<file path="config.mk">
export PLATFORM = sky130hd
export DESIGN_NAME = bin_to_bcd
export DESIGN_NICKNAME = d
export VERILOG_FILES = /design/src/rtl/bin_to_bcd.sv
export SDC_FILE = /design/constraint.sdc
export NUM_CORES = 1
export LEC_CHECK = 0
export CAP_MARGIN = 20
export CORE_ASPECT_RATIO = 1.25
export CORE_MARGIN = 2
export CORE_UTILIZATION = 50
export CTS_CLUSTER_DIAMETER = 200
export DETAILED_ROUTE_END_ITERATION = 8
export PLACE_DENSITY = 0.74
export SLEW_MARGIN = 20
export SYNTH_ARGS = -nofsm -noshare
export SYNTH_HDL_FRONTEND = slang
export SYNTH_SLANG_ARGS = --single-unit
export TNS_END_PERCENT = 5
</file>
<file path="constraint.sdc">
create_clock -name clk -period 1.8 [get_ports clk]
set_input_delay 0.36 -clock clk [delete_from_list [all_inputs] [get_ports clk]]
set_output_delay 0.36 -clock clk [all_outputs]
set_load 0.03 [all_outputs]
</file>
<file path="src/rtl/bin_to_bcd.sv">
// Sequential binary-to-BCD converter (shift-and-add-3), one input bit per clock.
// Define BIN_TO_BCD_SAT_EN to saturate the output to all nines on overflow.
module bin_to_bcd #(
  parameter int BIN_W  = 14,
  parameter int DIGITS = 4
) (
  input  logic                  clk,
  input  logic                  rst_n,
  input  logic                  start,
  input  logic [BIN_W-1:0]      in,
  output logic                  busy,
  output logic                  done,
  output logic [4*DIGITS-1:0]   out,
  output logic                  ovf
);

  localparam int ACC_W = 4 * DIGITS;
  localparam int CNT_W = $clog2(BIN_W + 1);
  // Wide enough for both the input (plus one bit) and 10^DIGITS-1.
  localparam int CMP_W = (BIN_W + 1 > ACC_W + 1) ? BIN_W + 1 : ACC_W + 1;

  function automatic logic [CMP_W-1:0] max_dec();
    logic [CMP_W-1:0] v;
    v = CMP_W'(1);
    for (int i = 0; i < DIGITS; i++) v = v * CMP_W'(10);
    return v - CMP_W'(1);
  endfunction

  localparam logic [CMP_W-1:0] MAX_DEC = max_dec();

  typedef enum logic {IDLE, CONV} state_t;

  state_t           state;
  logic [BIN_W-1:0] bin_r;
  logic [ACC_W-1:0] acc;
  logic [CNT_W-1:0] cnt;
  logic             ovf_p;

  logic [ACC_W-1:0] adj;
  logic [ACC_W-1:0] acc_nx;
  logic [3:0]       nib;

  // Add-3 correction on every digit, evaluated in parallel.
  always_comb begin
    // NOTE: defaults first so no path through this block leaves a variable unassigned (no latch).
    adj = acc;
    nib = 4'd0;
    for (int d = 0; d < DIGITS; d++) begin
      nib = acc[4*d +: 4];
      if (nib >= 4'd5) nib = nib + 4'd3;
      adj[4*d +: 4] = nib;
    end
  end

  // Top bit of the corrected accumulator falls off: natural mod 10^DIGITS.
  assign acc_nx = (adj << 1) | ACC_W'(bin_r[BIN_W-1]);
  assign busy   = (state == CONV);

  always_ff @(posedge clk) begin
    // NOTE: synchronous reset clears every register; all state uses non-blocking assignments.
    if (!rst_n) begin
      state <= IDLE;
      bin_r <= '0;
      acc   <= '0;
      cnt   <= '0;
      ovf_p <= 1'b0;
      done  <= 1'b0;
      out   <= '0;
      ovf   <= 1'b0;
    end else begin
      done <= 1'b0;
      case (state)
        IDLE: begin
          if (start) begin
            bin_r <= in;
            acc   <= '0;
            cnt   <= CNT_W'(BIN_W);
            ovf_p <= (CMP_W'(in) > MAX_DEC);
            state <= CONV;
          end
        end
        CONV: begin
          acc   <= acc_nx;
          bin_r <= bin_r << 1;
          cnt   <= cnt - CNT_W'(1);
          if (cnt == CNT_W'(1)) begin
`ifdef BIN_TO_BCD_SAT_EN
            out <= ovf_p ? {DIGITS{4'h9}} : acc_nx;
`else
            out <= acc_nx;
`endif
            ovf   <= ovf_p;
            done  <= 1'b1;
            state <= IDLE;
          end
        end
        default: state <= IDLE;
      endcase
    end
  end

endmodule
</file>
==> reports/qor.yml, run 1 <==
yosysMostFrequentCell: "dfxtp_1"
fin_cells: 351
finalCritPeriodShare_pct: 93.5
ctsLongestPathBuffers: 2
drcViolationCount: 0
cts_resized: 0
ys_seq_area_share_pct: 44.2
synth-async-reset-ratio_pct: 0
clock_latency_ns: 0.30
vias: 1929
setup_viol: 0
cts_tree: "yes"
max_cap_violations: 0
fp.dieW_um: 66.6
hpwl_um: 3380
fillerInstances: 434
worstSetupEndpointType: "primary output"
htreeDepth: 2
syn_nets: 284
synth_top_family_by_area: "compound AO/OA/AOI/OAI gates"
crit_path_cell_trace: "clkdlybuf4s50_1"
critPathMaxStageDelay_ns: 0.68
critical-path-top-delay-family: "buffers and inverters"
drtAntennaViolNets: 0
wl_per_cell_um: 13.4
grt-ovfl-total: 0
synth_flop_cell: "dfxtp_1"
final_nets: 319
synth_compound_area_share_pct: 19.9
worst_pin_slew_ns: 0.410
diodes: 0
crit_required_ns: 1.44
power_density_nw_per_um2: 723
use_met2_pct: 35.2
synth.avg_cell_area_um2: 9.52
layout_min_cycle_time_ns: 1.68
yosysTopAreaCell: "dfxtp_1"
antenna_found_initial: 0
startpoint_type: "flop"
grt_start_max_net_pins: 41
cpMaxStageDelayCell: "clkdlybuf4s50_1"
met3_usage_pct: 4.34
routed_wl_um: 4720
root_buffer: "clkbuf_8"
die_y_um: 82.2
cp_max_fo: 2
synth_fa_ha_area_share_pct: 5.11
syn-cell-area_um2: 2450
p_leak_nw: 1.07
start_util_pct: 51.7
first_iter_violations: 64
ys_warn_count: 0
grt_use_total_pct: 19.1
ys_types: 30
skew_ns: 0.00533
dp.cells: 345
crit_buf_inv: 1
setup_tns_ns: 0
critPathKind: "flop to primary output"
ioPinCount: 36
hold_path.class: "flop to flop"
synthTopCellsByArea: "dfxtp_1 44%, mux2i_1 6.1%, o2bb2ai_1 5.4%"
synthXorXnorAreaFrac_pct: 1.43
post_cts_buffers: 0
hold_viol: 0
arrival_ns: 1.32
slew-limit-headroom_pct: 72.6
synthTopCellsByCount: "54 x dfxtp_1, 21 x o21ai_0, 18 x inv_1"
place_area_um2: 2870
die_area_um2: 5470
drtPass1Iterations: 6
synthCells: 257
fmax_ghz: 0.594
grt_pass1_wl_um: 7940
layout-drive-gt1-share_pct: 7.90
gr-usage-met1_pct: 21.2
grt_pass1_vias: 1816
num_rows: 28
ir_drop_mv: 0.575
drv_slew: 0
synth-edff-count: 0
synth_top_area_share_pct: 44.2
cts_made_buffers: 5
synthMuxAreaShare_pct: 8.44
path_clk_slew_ns: 0.09
rsz0062_at_grt: "no"
core_um2: 4730
status: "complete, no violations"
place.port_buffers: 35
hold_buffers: 0
synth_seq_cells: 54
clock_sinks: 54
areaGrowthSynthToFinish_pct: 20.7
fin_area_um2: 2950
vias_per_cell: 5.50
gp_congestion: 0.849
grt-busiest-layer: "met2"
yosys.area_share.simple_pct: 14.9
## power breakdown
group / total, mW / switching, mW / internal, mW
Sequential: 1.25 / 0.0226 / 1.23
Clock: 0.660 / 0.362 / 0.298
Combinational: 0.223 / 0.112 / 0.111
## layout make-up
class | instances | area (um2) | share of cell area [%]
inverter | 18 | 67.6 | 2.29
multi-input combinational | 169 | 1220 | 41.3
timing repair buffer | 44 | 428 | 14.5
sequential | 54 | 1080 | 36.6
tap | 60 | 75.1 | 2.54
clock buffer | 6 | 82.6 | 2.80
## path summary, 6_finish.rpt
path	depth (start not counted)	from	end	slack [ns]
worst min-delay path	1	out[5]$_SDFFE_PN0P_	out[5]$_SDFFE_PN0P_	0.47
worst max register to register	6	acc[4]$_SDFFE_PN0P_	acc[6]$_SDFFE_PN0P_	0.14
worst min register to register	1	out[5]$_SDFFE_PN0P_	out[5]$_SDFFE_PN0P_	0.47
worst max-delay path	1	out[1]$_SDFFE_PN0P_	out[1]	0.12
## through the flow
stage                     setup WS (ns)  total power, mW  hold WS [ns]  util (%)
after detailed placement          0.132             1.51         0.445      60.7
after floorplan                   0.367             1.42         0.442         -
final                             0.117             2.13         0.465      62.4
after CTS                        0.0872             2.16         0.472      62.4
after global placement            0.191             1.50         0.444      60.7
after global routing             0.0129             2.23         0.482      62.4
## registers in the layout (all words and copies together) (netlist names)
name / count
acc: 16
out: 16
bin_r: 14
cnt: 4
busy: 1
done: 1
ovf: 1
ovf_p: 1
## routing by layer
layer  vias up  share of wire [%]
met3         5                3.7
met5         -                  0
met4         0                1.3
met2        37                 52
li1        984                  -
met1       903                 43
## cells in the final DEF, fill, tap and decap left out
cell / count
o311a_1: 1
buf_12: 1
dfxtp_1: 54
a21oi_1: 14
nand4b_1: 1
o32ai_1: 11
nand2_1: 16
nand3_1: 7
o2bb2ai_1: 15
nor2_1: 2
a21boi_0: 4
clkbuf_8: 6
mux2_2: 5
nand2b_1: 4
a22o_1: 2
o211ai_1: 1
mux2i_1: 15
nor3_1: 3
xnor2_1: 4
nand2_2: 1
inv_1: 18
nor3_2: 1
nor3b_1: 12
clkdlybuf4s50_1: 34
and2_1: 12
o211a_1: 2
buf_4: 9
o21ai_0: 21
ha_1: 10
nor4_1: 1
nor2b_1: 4
## cell families (layout without fill, tap and decap cells)
| group | count (synthesis) | in the layout |
|---|---|---|
| AOI/OAI and AO/OA | 71 | 71 |
| and+or+nand+nor | 64 | 64 |
| DFF | 54 | 54 |
| buffers and inverters | 34 | 68 |
| muxes | 20 | 20 |
| adders and majority gates | 10 | 10 |
| xor gates and xnor gates | 4 | 4 |
No activity file was read; power rests on OpenSTA's default activity.
==> run 2: changes to the inputs <==
SKIP_CTS_REPAIR_TIMING = 1   (was not set)
==> results of run 2 <==
No change in the layout: final DEF, timing and power equal those of run 1.
